==> src/rtl/ysyx_24100006_lsu_pkg.sv <==
// LSU shared types: FSM states, funct3 sizes, AXI response codes.
// Imported by the LSU top and its alignment helper.
package ysyx_24100006_lsu_pkg;

  typedef enum logic [2:0] {
    S_IDLE,
    S_RD_ADDR,
    S_RD_DATA,
    S_WR_REQ,
    S_WR_RESP,
    S_DONE
  } lsu_state_e;

  localparam logic [2:0] F3_LB  = 3'b000;
  localparam logic [2:0] F3_LH  = 3'b001;
  localparam logic [2:0] F3_LW  = 3'b010;
  localparam logic [2:0] F3_LBU = 3'b100;
  localparam logic [2:0] F3_LHU = 3'b101;
  localparam logic [2:0] F3_SB  = 3'b000;
  localparam logic [2:0] F3_SH  = 3'b001;
  localparam logic [2:0] F3_SW  = 3'b010;

  localparam logic [1:0] AXI_OKAY   = 2'b00;
  localparam logic [1:0] AXI_SLVERR = 2'b10;

  // Unsigned variants exist for loads only.
  function automatic logic size_legal(
    input logic [2:0] size,
    input logic       wen
  );
    logic ok;
    ok = 1'b0;
    unique case (size)
      F3_LB, F3_LH, F3_LW: ok = 1'b1;
      F3_LBU, F3_LHU:      ok = !wen;
      default:             ok = 1'b0;
    endcase
    return ok;
  endfunction

endpackage

==> src/rtl/ysyx_24100006_lsu_align.sv <==
// LSU byte-lane alignment: store shift/strobe, load extract/extend,
// and the local reject check for misaligned or illegal accesses.
module ysyx_24100006_lsu_align
  import ysyx_24100006_lsu_pkg::*;
(
  input  logic [1:0]  off_i,
  input  logic [2:0]  size_i,
  input  logic        wen_i,
  input  logic [31:0] st_data_i,
  input  logic [31:0] ld_word_i,
  output logic [31:0] st_data_o,
  output logic [3:0]  st_strb_o,
  output logic [31:0] ld_data_o,
  output logic        err_o
);

  logic [31:0] ld_sh;
  logic [3:0]  strb_base;
  logic        mis;

  // Store lane placement and byte strobes.
  always_comb begin
    st_data_o = st_data_i << {off_i, 3'b000};
    unique case (size_i[1:0])
      2'b00:   strb_base = 4'b0001;
      2'b01:   strb_base = 4'b0011;
      default: strb_base = 4'b1111;
    endcase
    st_strb_o = strb_base << off_i;
  end

  // Load lane extraction and sign/zero extension.
  always_comb begin
    ld_sh = ld_word_i >> {off_i, 3'b000};
    unique case (size_i)
      F3_LB:   ld_data_o = {{24{ld_sh[7]}}, ld_sh[7:0]};
      F3_LH:   ld_data_o = {{16{ld_sh[15]}}, ld_sh[15:0]};
      F3_LBU:  ld_data_o = {24'd0, ld_sh[7:0]};
      F3_LHU:  ld_data_o = {16'd0, ld_sh[15:0]};
      default: ld_data_o = ld_sh;
    endcase
  end

  // Halfwords need even offsets, words need offset 0.
  always_comb begin
    mis = 1'b0;
    unique case (1'b1)
      (size_i[1:0] == 2'b01): mis = off_i[0];
      (size_i[1:0] == 2'b10): mis = (off_i != 2'b00);
      default:                mis = 1'b0;
    endcase
    err_o = mis || !size_legal(size_i, wen_i);
  end

endmodule

==> src/rtl/ysyx_24100006_lsu.sv <==
// LSU: single-outstanding AXI-lite master for loads and stores,
// returning a one-cycle response pulse to the WBU.
module ysyx_24100006_lsu
  import ysyx_24100006_lsu_pkg::*;
#(
  parameter int ADDR_W = 32,
  parameter int DATA_W = 32
) (
  input  logic              clk,
  input  logic              reset,
  input  logic              req_valid,
  output logic              req_ready,
  input  logic              req_wen,
  input  logic [ADDR_W-1:0] req_addr,
  input  logic [DATA_W-1:0] req_wdata,
  input  logic [2:0]        req_size,
  output logic              resp_valid,
  output logic [DATA_W-1:0] resp_rdata,
  output logic              resp_err,
  output logic [ADDR_W-1:0] axi_araddr,
  output logic              axi_arvalid,
  input  logic              axi_arready,
  input  logic              axi_rvalid,
  output logic              axi_rready,
  input  logic [DATA_W-1:0] axi_rdata,
  input  logic [1:0]        axi_rresp,
  output logic [ADDR_W-1:0] axi_awaddr,
  output logic              axi_awvalid,
  input  logic              axi_awready,
  output logic [DATA_W-1:0] axi_wdata,
  output logic [7:0]        axi_wstrb,
  output logic              axi_wvalid,
  input  logic              axi_wready,
  input  logic              axi_bvalid,
  output logic              axi_bready,
  input  logic [1:0]        axi_bresp
);

  lsu_state_e        state_q, state_d;
  logic [1:0]        off_q, off_d;
  logic [2:0]        size_q, size_d;
  logic [ADDR_W-1:0] araddr_q, araddr_d;
  logic              arvalid_q, arvalid_d;
  logic              rready_q, rready_d;
  logic [ADDR_W-1:0] awaddr_q, awaddr_d;
  logic [DATA_W-1:0] wdata_q, wdata_d;
  logic [3:0]        wstrb_q, wstrb_d;
  logic              awvalid_q, awvalid_d;
  logic              wvalid_q, wvalid_d;
  logic              bready_q, bready_d;
  logic [DATA_W-1:0] rdata_q, rdata_d;
  logic              err_q, err_d;

  logic              idle;
  logic [1:0]        al_off;
  logic [2:0]        al_size;
  logic [31:0]       al_st_data;
  logic [3:0]        al_strb;
  logic [31:0]       al_ld_data;
  logic              al_err;
  logic              aw_done;
  logic              w_done;

  assign idle    = (state_q == S_IDLE);
  assign al_off  = idle ? req_addr[1:0] : off_q;
  assign al_size = idle ? req_size : size_q;

  ysyx_24100006_lsu_align u_align (
    .off_i     (al_off),
    .size_i    (al_size),
    .wen_i     (req_wen),
    .st_data_i (req_wdata),
    .ld_word_i (axi_rdata),
    .st_data_o (al_st_data),
    .st_strb_o (al_strb),
    .ld_data_o (al_ld_data),
    .err_o     (al_err)
  );

  assign aw_done = !awvalid_q || axi_awready;
  assign w_done  = !wvalid_q || axi_wready;

  // Next-state and next-output computation for the bus FSM.
  always_comb begin
    state_d   = state_q;
    off_d     = off_q;
    size_d    = size_q;
    araddr_d  = araddr_q;
    arvalid_d = arvalid_q;
    rready_d  = rready_q;
    awaddr_d  = awaddr_q;
    wdata_d   = wdata_q;
    wstrb_d   = wstrb_q;
    awvalid_d = awvalid_q;
    wvalid_d  = wvalid_q;
    bready_d  = bready_q;
    rdata_d   = rdata_q;
    err_d     = err_q;
    unique case (state_q)
      S_IDLE: begin
        if (req_valid) begin
          off_d   = req_addr[1:0];
          size_d  = req_size;
          rdata_d = '0;
          err_d   = 1'b0;
          if (al_err) begin
            err_d   = 1'b1;
            state_d = S_DONE;
          end else if (req_wen) begin
            awaddr_d  = {req_addr[ADDR_W-1:2], 2'b00};
            wdata_d   = al_st_data;
            wstrb_d   = al_strb;
            awvalid_d = 1'b1;
            wvalid_d  = 1'b1;
            state_d   = S_WR_REQ;
          end else begin
            araddr_d  = {req_addr[ADDR_W-1:2], 2'b00};
            arvalid_d = 1'b1;
            state_d   = S_RD_ADDR;
          end
        end
      end
      S_RD_ADDR: begin
        if (axi_arready) begin
          arvalid_d = 1'b0;
          rready_d  = 1'b1;
          state_d   = S_RD_DATA;
        end
      end
      S_RD_DATA: begin
        if (axi_rvalid) begin
          rready_d = 1'b0;
          rdata_d  = al_ld_data;
          err_d    = (axi_rresp != AXI_OKAY);
          state_d  = S_DONE;
        end
      end
      S_WR_REQ: begin
        if (awvalid_q && axi_awready) awvalid_d = 1'b0;
        if (wvalid_q && axi_wready)   wvalid_d  = 1'b0;
        if (aw_done && w_done) begin
          bready_d = 1'b1;
          state_d  = S_WR_RESP;
        end
      end
      S_WR_RESP: begin
        if (axi_bvalid) begin
          bready_d = 1'b0;
          err_d    = (axi_bresp != AXI_OKAY);
          state_d  = S_DONE;
        end
      end
      S_DONE: begin
        err_d   = 1'b0;
        state_d = S_IDLE;
      end
      default: state_d = S_IDLE;
    endcase
  end

  // State and output registers; reset abandons any bus transfer.
  always_ff @(posedge clk or posedge reset) begin
    if (reset) begin
      state_q   <= S_IDLE;
      off_q     <= '0;
      size_q    <= '0;
      araddr_q  <= '0;
      arvalid_q <= 1'b0;
      rready_q  <= 1'b0;
      awaddr_q  <= '0;
      wdata_q   <= '0;
      wstrb_q   <= '0;
      awvalid_q <= 1'b0;
      wvalid_q  <= 1'b0;
      bready_q  <= 1'b0;
      rdata_q   <= '0;
      err_q     <= 1'b0;
    end else begin
      state_q   <= state_d;
      off_q     <= off_d;
      size_q    <= size_d;
      araddr_q  <= araddr_d;
      arvalid_q <= arvalid_d;
      rready_q  <= rready_d;
      awaddr_q  <= awaddr_d;
      wdata_q   <= wdata_d;
      wstrb_q   <= wstrb_d;
      awvalid_q <= awvalid_d;
      wvalid_q  <= wvalid_d;
      bready_q  <= bready_d;
      rdata_q   <= rdata_d;
      err_q     <= err_d;
    end
  end

  assign req_ready   = idle;
  assign resp_valid  = (state_q == S_DONE);
  assign resp_rdata  = rdata_q;
  assign resp_err    = err_q;
  assign axi_araddr  = araddr_q;
  assign axi_arvalid = arvalid_q;
  assign axi_rready  = rready_q;
  assign axi_awaddr  = awaddr_q;
  assign axi_awvalid = awvalid_q;
  assign axi_wdata   = wdata_q;
  assign axi_wstrb   = {4'b0000, wstrb_q};
  assign axi_wvalid  = wvalid_q;
  assign axi_bready  = bready_q;

endmodule

==> config.mk <==
export PLATFORM = sky130hd
export DESIGN_NAME = ysyx_24100006_lsu
export DESIGN_NICKNAME = d
export VERILOG_FILES = /design/src/rtl/ysyx_24100006_lsu_pkg.sv /design/src/rtl/ysyx_24100006_lsu_align.sv /design/src/rtl/ysyx_24100006_lsu.sv
export SDC_FILE = /design/constraint.sdc
export NUM_CORES = 1
export LEC_CHECK = 0
export BUFFER_PORTS_ARGS = -buffer_cell sky130_fd_sc_hd__buf_2
export CAP_MARGIN = 10
export CORE_MARGIN = 2
export CORE_UTILIZATION = 30
export CTS_CLUSTER_DIAMETER = 60
export DETAILED_ROUTE_END_ITERATION = 8
export MAX_ROUTING_LAYER = met4
export PLACE_DENSITY_LB_ADDON = 0.1
export SLEW_MARGIN = 15
export SYNTH_ARGS = -nofsm -noshare
export SYNTH_HDL_FRONTEND = slang
export SYNTH_SLANG_ARGS = --single-unit
==> constraint.sdc <==
create_clock -name clk -period 5.03 [get_ports clk]
set_input_delay 0.2515 -clock clk [delete_from_list [all_inputs] [get_ports clk]]
set_output_delay 0.2515 -clock clk [all_outputs]
set_load 0.03 [all_outputs]
==> impl_metrics.json <==
{
  "clkSinkCount": 142,
  "period_share": 0.634,
  "dieArea_um2": 23700,
  "cpPeakStageDelay_ns": 0.72,
  "io_pins": 256,
  "ctsResizeCount": 0,
  "wirelength_um": 21500,
  "gp_congestion": 0.809,
  "fp.dieW_um": 154,
  "grt_max_degree": 100,
  "worstSetupEndpointType": "flip-flop",
  "ys_warn_count": 0,
  "coreArea_um2": 22000,
  "nFillCells": 2230,
  "first_iter_violations": 366,
  "seq_power_share": 0.309,
  "worstPathCellList": "or3_1 -> clkinv_2 -> and2_4 -> and3_2 -> buf_4 -> mux2_2",
  "p_leak_nw": 4.82,
  "power_frac_comb": 0.482,
  "final-hold-violation-count": 0,
  "max_freq_mhz": 313,
  "clkPwrFrac": 0.209,
  "synthFlopType": "dfrtp_1",
  "switching_share": 0.456,
  "hold_path.class": "in -> async",
  "grt.overflow.total": 0,
  "dr.pass1.iters": 5,
  "synth.distinct_cells": 53,
  "internal_power_w": 0.00352,
  "cp-start-kind": "flip-flop",
  "status": "finished clean",
  "grt_antenna_before_repair": 3,
  "fin_worst_skew_ns": 0.0103,
  "rsz0062_at_grt": "false",
  "fin_util": 0.399,
  "grt_pass1_wl_um": 33500,
  "cap_violations": 0,
  "hpwl_um": 15600,
  "cts_buffers": 17,
  "power.net_switching_w": 0.00296,
  "cts_tree": "done",
  "clk_pin_slew_ns": 0.06,
  "clock-root-buffer": "clkbuf_16",
  "avgSynthCellArea_um2": 10.6,
  "syn-cell-area_um2": 6740,
  "post_cts_buffers": 0,
  "via_per_inst": 4.93,
  "synthCells": 634,
  "cpMaxStageDelayCell": "and3_2",
  "synth.ff_latch_count": 142,
  "drive_gt1_frac": 0.385,
  "num_rows": 54,
  "cts_buffer_depth": 2,
  "num_vias": 5724,
  "worst_slew_pin_slew_ns": 1.16,
  "worstSetupPathType": "reg -> reg",
  "seq_area_frac_synth": 0.527,
  "max_slew_margin": 0.222,
  "min_period_ns": 3.19,
  "nNetsFinal": 977,
  "die_h_um": 154,
  "start_util": 0.307,
  "post_drt_wl_per_cell_um": 18.5,
  "route.detailed.drc": 0,
  "grt_usage": 0.187,
  "critPathRequiredTime_ns": 5.34,
  "maxSlewViolCount": 0,
  "ant_nets": 0,
  "area_growth_pct": 30.1,
  "grt_pass1_vias": 5850,
  "htree_num_levels": 4,
  "ir_drop_mv": 0.214,
  "io_buffers": 247,
  "synth_edf_count": 0,
  "crit_fanout": 35,
  "synthArstFlopShare": 1.00,
  "arrival_ns": 3.50,
  "setup_violations": 0,
  "powerDensity_nw_per_um2": 740,
  "clk_latency_ns": 0.43,
  "fin_tns_setup_ns": 0,
  "postCtsHoldBufs": 0
}
[power by group through the flow]
stage | clock [W] | combinational, W | sequential [W]
6_report | 0.00135 | 0.00313 | 0.00201
5_1_grt | 0.00144 | 0.00335 | 0.00208
4_1_cts | 0.00139 | 0.00316 | 0.00201
3_5_place_dp | 0 | 0.00315 | 0.00202
3_3_place_gp | 0 | 0.00313 | 0.00200
2_1_floorplan | 0 | 0.00135 | 0.00287
[per-stage QoR]
stage	instances	total power [W]	hold slack, ns	setup slack (ns)	cell area [um^2]
after floorplan	641	0.00422	0.357	0.969	6760
after global placement	1126	0.00513	0.452	1.94	8130
after detailed placement	1126	0.00517	0.451	1.85	8130
after CTS	1158	0.00655	0.0117	1.84	8760
after global routing	1161	0.00687	0.0308	1.66	8770
final	1161	0.00648	0.0268	1.84	8770
[worst max-delay path, delay by kind of cell (launching register included)]
family	cells	cell delay (ns)
DFF	1	0.53
buffers and inverters	2	0.61
muxes	1	0.36
and+or+nand+nor	3	1.55
[area by class of cell]
type | count | area [um^2] | share of cell area
well taps | 280 | 350 | 0.0400
flip-flops and latches | 142 | 3550 | 0.405
repair buffers | 252 | 1270 | 0.145
multi-input cells | 448 | 2930 | 0.335
diodes | 3 | 7.51 | 0.000856
inverters | 4 | 21.3 | 0.00243
clock inverters | 15 | 201 | 0.0230
clock buffers | 17 | 425 | 0.0485
[synthesized netlist by cell type, types with 4 or more instances]
master,number,share of area
a21oi_1,23,0.017
nor2b_1,4,0.0037
a2bb2oi_1,9,0.012
buf_4,9,0.010
a221o_1,9,0.013
mux2i_1,45,0.067
buf_2,12,0.0089
nor2_1,23,0.013
mux2_4,29,0.065
nand2_1,173,0.096
buf_6,6,0.010
a221oi_1,7,0.0091
nand3_1,13,0.0097
nor3_1,4,0.0030
mux2_2,11,0.018
o221ai_1,15,0.020
nand2b_1,10,0.0093
dfrtp_1,142,0.53
clkbuf_1,19,0.011
and3_1,5,0.0046
o21ai_0,15,0.011
a211o_1,7,0.0091
[metal layers]
metal	global-route usage	wire length, um	share of wire
met1	0.244	9820	0.46
met2	0.292	10200	0.47
met3	0.0397	1170	0.054
met4	0.0579	356	0.017
met5	-	0	0
[registers in the layout, indices dropped and copies added (netlist names), 2 cells and up]
signal and count:
axi_wdata 32, resp_rdata 32, axi_araddr 30, axi_awaddr 30
wstrb_q 4, size_q 3, state_q 3, off_q 2
[kinds of logic (layout without fill, tap and decap cells)]
family,after synthesis,count (layout),synth area share
and+or+nand+nor,248,248,0.159
DFF,142,142,0.527
AOI/OAI and AO/OA,106,106,0.117
muxes,86,86,0.153
buffers and inverters,51,288,0.0425
other,1,11,0.000557
[placed cells by master (no fill, tap or decap), types with 7 or more instances in the layout]
cell | netlist | routed
o221ai_1 | 15 | 15
o21ai_0 | 15 | 15
a221o_1 | 9 | 9
clkbuf_16 | 0 | 17
nand3_1 | 13 | 12
a21oi_1 | 23 | 23
nor2_1 | 23 | 23
nand2_1 | 173 | 173
mux2_2 | 11 | 11
conb_1 | 1 | 8
mux2_4 | 29 | 29
nand2b_1 | 10 | 10
dfrtp_1 | 142 | 142
a2bb2oi_1 | 9 | 9
mux2i_1 | 45 | 44
a221oi_1 | 7 | 7
buf_2 | 12 | 247
a211o_1 | 7 | 7
[path summary, 6_finish.rpt]
path	endpoint	slack [ns]	start	cells past startpoint
setup / recovery	axi_wdata[20]	1.84	state_q[1]	6
hold / removal	axi_araddr[4]	0.03	reset	2
setup reg to reg	axi_wdata[20]	1.84	state_q[1]	6
hold reg to reg	axi_wdata[0]	0.46	axi_wdata[0]	2
max in group asynchronous	axi_araddr[22]	3.79	reset	3
min in group clk	axi_awaddr[19]	0.03	req_addr[19]	3
(Power assumes the default switching activity.)
